`src/rtl/fetch_decode_ctrl.sv`:
```
// Multi-cycle fetch/decode/execute sequencer issuing control to the 8-bit ALU datapath.
// Runs from PC 0 on start until the HALT encoding is decoded, counting the active cycles.
module fetch_decode_ctrl #(
   parameter int         PC_W       = 8,
   parameter logic [8:0] HALT_INSTR = 9'h1FF
) (
   input  logic            clk,
   input  logic            reset,
   input  logic            start,
   output logic [PC_W-1:0] instrAddr,
   input  logic [8:0]      instr,
   output logic [2:0]      aluOp,
   output logic [2:0]      regA,
   output logic [2:0]      regB,
   output logic            regWrite,
   output logic            memRead,
   output logic            memWrite,
   input  logic            jumpFlag,
   output logic [2:0]      lutIndex,
   input  logic [PC_W-1:0] lutTarget,
   output logic            done,
   output logic [15:0]     cycleCount
);

   typedef enum logic [2:0] {
      S_IDLE   = 3'd0,
      S_FETCH  = 3'd1,
      S_DECODE = 3'd2,
      S_EXEC   = 3'd3,
      S_LDWB   = 3'd4,
      S_DONE   = 3'd5
   } state_t;

   localparam logic [2:0] OP_LD   = 3'd5;
   localparam logic [2:0] OP_ST   = 3'd6;
   localparam logic [2:0] OP_BLQZ = 3'd7;

   state_t          state_r, state_s;
   logic [PC_W-1:0] pc_r, pc_s, pc_inc_s;
   logic [8:0]      ir_r, ir_s;
   logic [15:0]     cnt_r, cnt_s;

   assign pc_inc_s   = pc_r + {{(PC_W-1){1'b0}}, 1'b1};
   assign instrAddr  = pc_r;
   assign cycleCount = cnt_r;

   always_ff @(posedge clk) begin
      if (reset) begin
         state_r <= S_IDLE;
         pc_r    <= '0;
         ir_r    <= 9'd0;
         cnt_r   <= 16'd0;
      end else begin
         state_r <= state_s;
         pc_r    <= pc_s;
         ir_r    <= ir_s;
         cnt_r   <= cnt_s;
      end
   end

   // Next-state, PC, IR and saturating cycle counter
   always_comb begin
      state_s = state_r;
      pc_s    = pc_r;
      ir_s    = ir_r;
      cnt_s   = cnt_r;
      if (state_r inside {S_FETCH, S_DECODE, S_EXEC, S_LDWB}) begin
         if (cnt_r != 16'hFFFF) begin
            cnt_s = cnt_r + 16'd1;
         end else begin
            cnt_s = cnt_r;
         end
      end else begin
         cnt_s = cnt_r;
      end
      case (state_r)
         S_IDLE, S_DONE: begin
            if (start) begin
               pc_s    = '0;
               cnt_s   = 16'd0;
               state_s = S_FETCH;
            end else begin
               state_s = state_r;
            end
         end
         S_FETCH:  state_s = S_DECODE;
         S_DECODE: begin
            ir_s = instr;
            if (instr == HALT_INSTR) begin
               state_s = S_DONE;
            end else begin
               state_s = S_EXEC;
            end
         end
         S_EXEC: begin
            case (ir_r[8:6])
               OP_LD:   state_s = S_LDWB;
               OP_BLQZ: begin
                  pc_s    = jumpFlag ? lutTarget : pc_inc_s;
                  state_s = S_FETCH;
               end
               default: begin
                  pc_s    = pc_inc_s;
                  state_s = S_FETCH;
               end
            endcase
         end
         S_LDWB: begin
            pc_s    = pc_inc_s;
            state_s = S_FETCH;
         end
         default: state_s = S_IDLE;
      endcase
   end

   // Datapath control decoded from IR; forced quiet while reset is asserted
   always_comb begin
      aluOp    = 3'd0;
      regA     = 3'd0;
      regB     = 3'd0;
      lutIndex = 3'd0;
      regWrite = 1'b0;
      memRead  = 1'b0;
      memWrite = 1'b0;
      done     = 1'b0;
      if (!reset && (state_r == S_EXEC || state_r == S_LDWB)) begin
         aluOp    = ir_r[8:6];
         regA     = ir_r[5:3];
         regB     = ir_r[2:0];
         lutIndex = ir_r[2:0];
         if (state_r == S_LDWB) begin
            regWrite = 1'b1;
         end else begin
            case (ir_r[8:6])
               OP_LD:   memRead  = 1'b1;
               OP_ST:   memWrite = 1'b1;
               OP_BLQZ: regWrite = 1'b0;
               default: regWrite = 1'b1;
            endcase
         end
      end else begin
         done = !reset && (state_r == S_DONE);
      end
   end

endmodule

```
`config.mk`:
```
export PLATFORM = sky130hd
export DESIGN_NAME = fetch_decode_ctrl
export DESIGN_NICKNAME = d
export VERILOG_FILES = /design/src/rtl/fetch_decode_ctrl.sv
export SDC_FILE = /design/constraint.sdc
export NUM_CORES = 1
export LEC_CHECK = 0
export CAP_MARGIN = 40
export CORE_UTILIZATION = 25
export CTS_CLUSTER_DIAMETER = 80
export DETAILED_ROUTE_END_ITERATION = 6
export SYNTH_ARGS = -nofsm -noshare
export SYNTH_HDL_FRONTEND = slang
export SYNTH_SLANG_ARGS = --single-unit
```
`constraint.sdc`:
```
create_clock -name clk -period 1.76 [get_ports clk]
set_input_delay 0.264 -clock clk [delete_from_list [all_inputs] [get_ports clk]]
set_output_delay 0.264 -clock clk [all_outputs]
set_load 0.02 [all_outputs]
```
# Word level (Yosys, flattened, before mapping)
# Index checks and enable logic that the tools add are counted.
# word_totals
reg_bits,36
in_bits,21
output_inout_bits,40
word_cells,53
# op_classes
n_addsub,2
eq_ne,12
n_mux,25
reduce_logical,10
# ops
op,count
2-to-1 mux 16 bit,4
one-hot mux 8 bit (3 select lines),1
2-to-1 mux 3 bit,6
adder 16 x 1 -> 16 bit (second input constant),1
2-to-1 mux 8 bit,2
inequality test 16 bit (second input constant),1
one-hot mux 8 bit (2 select lines),1
== test 3 bit (second input constant),5
one-hot mux 3 bit (5 select lines),1
2-to-1 mux 1 bit,10
== test 9 bit (second input constant),1
adder 8 x 1 -> 8 bit (second input constant),1
== test 3 x 2 -> 1 bit (second input constant),2
inequality test 2 bit (second input constant),2
nonzero test 4 bit,1
== test 3 x 1 -> 1 bit (second input constant),1
zero test 3 bit,1
AND reduction 3 bit,1
nonzero test 3 bit,1
OR reduction 3 bit,1
logical AND 1 bit,2
OR reduction 2 bit,1
zero test 1 bit,1
logical OR 1 bit,1

# Depth between registers and ports, before layout
# Gate-level depths: netlist (run 1).
# logic_depth
word_depth,5
depth_mapped,7
mapped_depth_nobuf,6

# Worst setup path before layout (run 1)
# Ideal clock, no wire load.
# synth_path
path_type,reg2out
startpoint,reg state_r[0]
endpoint,out memWrite
arrival_ps,1788
required_time_ps,1496
setup_slack_ps,-292
stages_incl_launch_ff,7
n_path_buf,1
path_cell_list,dfxtp_1 > buf_6 > nor2_4 > nand2_1 > a21oi_4 > and2_1 > nor3b_1
# synth_via
elab_chain_len,4
word_cells_on_any_way,6
classes_between,eq/ne: 2; mux: 2; reduce/logical: 2
# synth_rtl
element,line_no,text
from (decl),38,"state_t state_r, state_s;"
from (signal assigned),54,state_r <= state_s;
== test 3 x 2 -> 1 bit or == test 3 bit (tied branches),"126, 131",
logical OR 1 bit,126,if (!reset && (state_r == S_EXEC || state_r == S_LDWB)) begin
logical AND 1 bit,126,
2-to-1 mux 1 bit (*),126,
to (decl),17,"output logic memWrite,"
# Mark *: on every way between the ends. The rest lies on a longest branch, timed or not.

# Worst setup path in the final report (run 1)
# layout_path
startpoint,reg state_r[2]
endpoint,out memWrite
# Same word-level chain as after synthesis.

==> metrics.csv, run 1 <==
stage,metric,value,unit
sta,finalClockSkew,5.42,ps
yosys,synth_area_leaders,"dfxtp_1 34%, nor2_1 5.8%, mux2i_1 5.1%",
cells_and_area,area_growth_syn_to_layout,50.6,%
yosys,synth-edff-count,0,
detailed_routing,wl_met3,209,um
cts,cts_tree,yes,
grt,grt_pass1_vias,2026,
placement,place.port_buffers,60,
detailed_routing,wl,5620,um
detailed_routing,wire_per_inst,12.6,um
setup_path,reg2reg_depth,6,
floorplan,rows,33,
yosys,yosysTopAreaCellShare,0.336,
detailed_routing,via_per_inst,4.73,
sta,hold_violations,0,
setup_path,crit_chain,nand3b_1 > a21oi_4 > and2_4 > nor3b_2 > buf_4,
cts,cts_num_sinks,36,
yosys,synthCells,244,
setup_path,worst_setup_path_end_kind,output pin,
sta,worst_pin_slew,348,ps
floorplan,die_x,94.6,um
pwr,ir_drop,0.278,mV
yosys,yosysWarnings,0,
setup_path,arrival,1510,ps
yosys,ys_ff_latch,36,
yosys,synth-seq-area-share,0.336,
floorplan,core_area,8260,um^2
setup_path,cp_slowest_cell,dfxtp_2,
sta,min_period_over_period,1.01,
detailed_routing,top_layer,met4,
grt,grt_util_all_layers,0.131,
sta,grt_setup_unrepaired,yes,
cts,ctsHoldBuffers,0,
cells_and_area,seq_area,724,um^2
grt,grt_pass1_wl,9290,um
pwr,finalPower,1.88,mW
yosys,ys.flop_type,dfxtp_1,
setup_path,critPathKind,reg -> out,
setup_path,cp-start-kind,flip-flop,
sta,slew_violations,0,
cts,clk_pin_slew,70,ps
detailed_routing,drt_iter0_markers,37,
floorplan,initial_core_util,0.260,
pwr,leakagePower,1.14,nW
cts,cts_made_buffers,5,
cts,root_buffer,clkbuf_8,
grt,grt_start_max_net_pins,23,
setup_path,required,1500,ps
setup_path,r2r_start,state_r[0]$_SDFFE_PP0P_,
placement,hpwl,4300,um
setup_path,r2r_setup_slack,150,ps
sta,maxSlewHeadroom,0.768,
cells_and_area,layout-drive-gt1-share,0.309,
detailed_routing,vias,2106,
pwr,powerDensity,582,nW/um^2
sta,setup_viol,1,
cts,clk_latency,290,ps
setup_path,r2r_end,instrAddr[6]$_SDFFE_PP0P_,
setup_path,crit_fanout,4,
placement,globalplace.congestion,0.770,
setup_path,cpPeakStageDelay,350,ps
floorplan,die-area,8950,um^2
job,maxCapViolCount,0,
grt,antenna_found_initial,0,
cells_and_area,nNetsFinal,362,
cells_and_area,antenna_cells,0,
placement,place_area,3100,um^2
detailed_routing,firstDrtPassIters,4,
detailed_routing,ant_nets,0,
placement,dp_slack,-403,ps
run_status,violations,setup timing,
cells_and_area,multi_input_area,1350,um^2
yosys,synthArstFlopShare,0,
detailed_routing,wl_met1,2600,um
floorplan,num_io_pins,61,
detailed_routing,wl_met2,2740,um
hold_path,hold_class,reg -> reg,
cts,htree_levels,2,
floorplan,dieHeight,94.6,um
cts,clockBufferDepth,2,
detailed_routing,route.detailed.drc,0,
yosys,syn-cell-area,2140,um^2
run_status,status,"finished, violations left",
cells_and_area,post-route-util,0.391,
cells_and_area,final.fill_count,854,
setup_path,worstSetupEndpoint,memWrite,
sta,min_period,1780,ps
setup_path,crit_start,state_r[2]$_SDFFE_PP0P_,
yosys,synth_cell_type_count,55,
grt,overflow,0,
yosys,yosysTopAreaCell,dfxtp_1,
cells_and_area,final_cell_area,3230,um^2
yosys,syn_avg_cell_area,8.79,um^2
sta,fmax,562,MHz
yosys,yosysMostFrequentCell,dfxtp_1,
yosys,synth_nets,267,
sta,setup_ws,-18.9,ps
yosys,synth_common_cells,"36 x dfxtp_1, 33 x nor2_1, 16 x nor3_1",
[per-layer routing]
| metal | GRT usage | up-vias |
|---|---|---|
| met2 | 0.221 | 37 |
| li1 | - | 1075 |
| met4 | 0.0480 | 0 |
| met5 | 0 | - |
| met1 | 0.162 | 988 |
| met3 | 0.0282 | 6 |
[repair_timing]
| item | in CTS | in global routing |
|---|---|---|
| gates cloned | 1 | 0 |
| pin swaps | 6 | 2 |
| resized for setup | 94 | 6 |
| endpoints found under the setup margin | 16 | 17 |
| setup buffers | 1 | 0 |
[metrics by stage]
step	cells	TNS, ps	hold slack, ps
floorplan	244	-105	411
global placement	435	-5290	476
detailed placement	435	-5550	479
CTS	445	-105	505
global route	445	-635	540
finish	445	-18.9	495
[worst max-delay path: cells and delay by family (launching register included)]
family,cells,cell delay [ps]
DFF,1,350
and+or+nand+nor,3,520
AOI/OAI and AO/OA,1,200
buffers and inverters,1,160
[placed cells by master, fill, tap and decap left out, drive strengths merged, types with 2 or more instances in the layout]
cell type	n
buf	56
clkdlybuf4s50	44
dfxtp	36
nor2	34
nor3	19
a21oi	14
nand2	13
xnor2	11
mux2i	11
nand3	10
inv	10
and2	10
clkbuf	7
nand4	7
o32ai	6
a211oi	5
nor2b	4
and3	4
or3	4
a31oi	3
a221oi	3
o21ai	3
a2111oi	3
nand3b	2
or2	2
ha	2
nor4	2
a22oi	2
nand2b	2
[registers in the layout (all words and copies together) (netlist names)]
name / count
ir_r: 9
state_r: 3
cycleCount: 16
instrAddr: 8
[area by class of cell]
cell class	instances	share of cell area
inverters	10	0.0116
well taps	105	0.0407
clock buffers	7	0.0267
multi-input cells	186	0.417
clock inverters	1	0.00232
flip-flops and latches	36	0.224
repair buffers	100	0.277
[power by group]
part / internal, mW / switching, mW
clock network: 0.318 / 0.304
registers: 0.844 / 0.0244
logic: 0.197 / 0.191
[kinds of logic (layout without fill, tap and decap cells)]
logic type	after synthesis	in the layout	synth area share
AND/OR/NAND/NOR	117	117	0.318
AO/OA/AOI/OAI	44	44	0.177
flip-flops	36	36	0.336
buffers and inverters	22	118	0.0554
XOR/XNOR	11	11	0.0449
multiplexers	11	11	0.0513
adder cells (fa/ha/maj)	3	3	0.0169
[worst min path at each step]
| stage | to | depth (start not counted) | startpoint |
|---|---|---|---|
| floorplan | ir_r[0]$_SDFFE_PP0N_ | 2 | instr[0] |
| global placement | ir_r[1]$_SDFFE_PP0N_ | 2 | ir_r[1]$_SDFFE_PP0N_ |
| detailed placement | ir_r[4]$_SDFFE_PP0N_ | 2 | ir_r[4]$_SDFFE_PP0N_ |
| CTS | ir_r[4]$_SDFFE_PP0N_ | 2 | ir_r[4]$_SDFFE_PP0N_ |
| global route | instrAddr[7]$_SDFFE_PP0P_ | 2 | instrAddr[7]$_SDFFE_PP0P_ |
| finish | ir_r[4]$_SDFFE_PP0N_ | 2 | ir_r[4]$_SDFFE_PP0N_ |
Power figures use the tool's default switching activity.
==> inputs of run 2 (changes only) <==
--- a/config.mk
+++ b/config.mk
@@ -6,9 +6,12 @@
 export NUM_CORES = 1
 export LEC_CHECK = 0
 export CAP_MARGIN = 40
-export CORE_UTILIZATION = 25
+export CORE_UTILIZATION = 48
 export CTS_CLUSTER_DIAMETER = 80
 export DETAILED_ROUTE_END_ITERATION = 6
+export PLACE_DENSITY = 0.8
+export SETUP_SLACK_MARGIN = 0.15
+export SKIP_CTS_REPAIR_TIMING = 1
 export SYNTH_ARGS = -nofsm -noshare
 export SYNTH_HDL_FRONTEND = slang
 export SYNTH_SLANG_ARGS = --single-unit
==> metrics.csv, run 2 (synthesis gave the netlist of run 1 again) <==
stage,metric,value,unit,change
cells_and_area,layout-drive-gt1-share,0.318,,+0.00949
sta,grt_setup_unrepaired,yes,,
grt,overflow,0,,unchanged
cells_and_area,final_common_cell,nor2_1,,
floorplan,num_io_pins,61,,unchanged
cts,clk_pin_slew,70,ps,about the same
sta,setup_ws,-61.1,ps,-42.3 ps
detailed_routing,vias,2194,,+4.2%
floorplan,dieHeight,68.8,um,-27%
cells_and_area,final.fill_count,289,,-66%
detailed_routing,drt_iter0_markers,229,,+520%
floorplan,core_area,4140,um^2,-50%
detailed_routing,wire_per_inst,15.8,um,+25%
setup_path,arrival,1560,ps,+50 ps
run_status,status,"finished, violations left",,
cts,cts_tree,yes,,
grt,grt_start_max_net_pins,17,,-26%
setup_path,crit_fanout,4,,unchanged
placement,globalplace.congestion,0.875,,+14%
run_status,violations,setup timing,,
floorplan,rows,23,,-30%
cts,cts_made_buffers,5,,unchanged
detailed_routing,ant_nets,0,,unchanged
sta,finalClockSkew,5.06,ps,-0.359 ps
cells_and_area,mostFrequentLayoutCells,"33 x nor2_1, 31 x dfxtp_1, 30 x buf_4",,
job,maxCapViolCount,0,,unchanged
floorplan,initial_core_util,0.518,,+0.258
setup_path,cp-start-kind,flip-flop,,
cts,root_buffer,clkbuf_8,,
pwr,powerDensity,581,nW/um^2,about the same
placement,dp_slack,-442,ps,-39.0 ps
floorplan,die-area,4740,um^2,-47%
setup_path,cpPeakStageDelay,340,ps,about the same
floorplan,die_x,68.8,um,-27%
sta,setup_viol,9,,+8
placement,hpwl,3900,um,-9.3%
detailed_routing,route.detailed.drc,0,,unchanged
cts,clockBufferDepth,2,,unchanged
cells_and_area,largest_reg_flops,16,,unchanged
setup_path,crit_chain,nand3b_1 > a21oi_4 > and2_4 > nor3b_4 > buf_6,,
sta,min_period_over_period,1.03,,+0.0240
grt,antenna_found_initial,0,,unchanged
setup_path,critPathKind,reg -> out,,
sta,fmax,549,MHz,-2.3%
cts,htree_levels,2,,unchanged
detailed_routing,via_per_inst,5.73,,+21%
setup_path,cp_slowest_cell,dfxtp_2,,
cts,clk_latency,280,ps,about the same
hold_path,hold_class,reg -> reg,,
sta,setup_tns,-252,ps,-233 ps
detailed_routing,firstDrtPassIters,4,,unchanged
grt,grt_pass1_vias,1928,,-4.8%
setup_path,r2r_start,state_r[2]$_SDFFE_PP0P_,,
grt,grt_util_all_layers,0.235,,+0.105
setup_path,crit_start,state_r[2]$_SDFFE_PP0P_,,
cells_and_area,area_growth_syn_to_layout,50.6,%,about the same
cts,cts_num_sinks,36,,unchanged
pwr,ir_drop,0.601,mV,+120%
hold_path,hold_path.startpoint,ir_r[2]$_SDFFE_PP0N_,,
setup_path,required,1500,ps,about the same
cells_and_area,post-route-util,0.779,,+0.388
cells_and_area,antenna_cells,0,,unchanged
pwr,leakagePower,1.41,nW,+24%
setup_path,worst_setup_path_end_kind,output pin,,
detailed_routing,wl,6050,um,+7.6%
sta,maxSlewHeadroom,0.786,,+0.0188
placement,place.port_buffers,60,,unchanged
sta,slew_violations,0,,unchanged
sta,hold_violations,0,,unchanged
sta,worst_pin_slew,318,ps,-29.7 ps
cells_and_area,nNetsFinal,355,,-1.9%
grt,grt_pass1_wl,8470,um,-8.8%
sta,min_period,1820,ps,+42.3 ps
-- run 2: cell count changes in the layout (fill, tap and decap cells not counted), sizes merged --
cell / change
buf: -18
clkbuf: +10
clkdlybuf4s50: -16
clkinv: +1
clkinvlp: -1
dlymetal6s2s: +17
-- run 2: worst max-delay path: cells and delay by family (launching register included) --
family	cells	cell delay, ps
simple gates	3	620
compound gates	1	170
buf+inv	1	150
flops	1	340
-- run 2: final timing paths --
check,slack (ps),cells after the start,endpoint
setup / recovery,-60,5,memWrite
hold reg to reg,490,2,ir_r[2]$_SDFFE_PP0N_
hold / removal,490,2,ir_r[2]$_SDFFE_PP0N_
setup reg to reg,140,7,instrAddr[5]$_SDFFE_PP0P_
-- run 2: report_power, final --
part	internal (mW)	total, mW	switching, mW
logic	0.217	0.421	0.204
clock network	0.283	0.581	0.298
registers	0.845	0.875	0.0305
-- run 2: area by class of cell --
cell class / count / area [um^2] / share of cell area
clock buffers: 7 / 76.3 / 0.0236
clock inverters: 1 / 8.76 / 0.00271
inverters: 10 / 37.5 / 0.0116
multi-input cells: 186 / 1440 / 0.445
flip-flops and latches: 36 / 734 / 0.227
well taps: 50 / 62.6 / 0.0194
repair buffers: 93 / 872 / 0.270
-- run 2: metal layers --
layer / routed length [um] / vias to the layer above / global-route usage
met3: 293 / 11 / 0.0428
met1: 2670 / 1049 / 0.295
li1: - / 1061 / -
met2: 2990 / 73 / 0.408
met5: 0 / - / 0
met4: 91 / 0 / 0.0663
-- run 2: through the flow --
step	area, um^2	instances	total power [mW]	hold WS, ps
2_1_floorplan	2170	244	1.12	411
3_3_place_gp	2970	370	1.25	475
3_5_place_dp	2970	370	1.25	484
4_1_cts	3060	378	1.83	502
5_1_grt	3230	383	1.95	545
6_report	3230	383	1.88	491
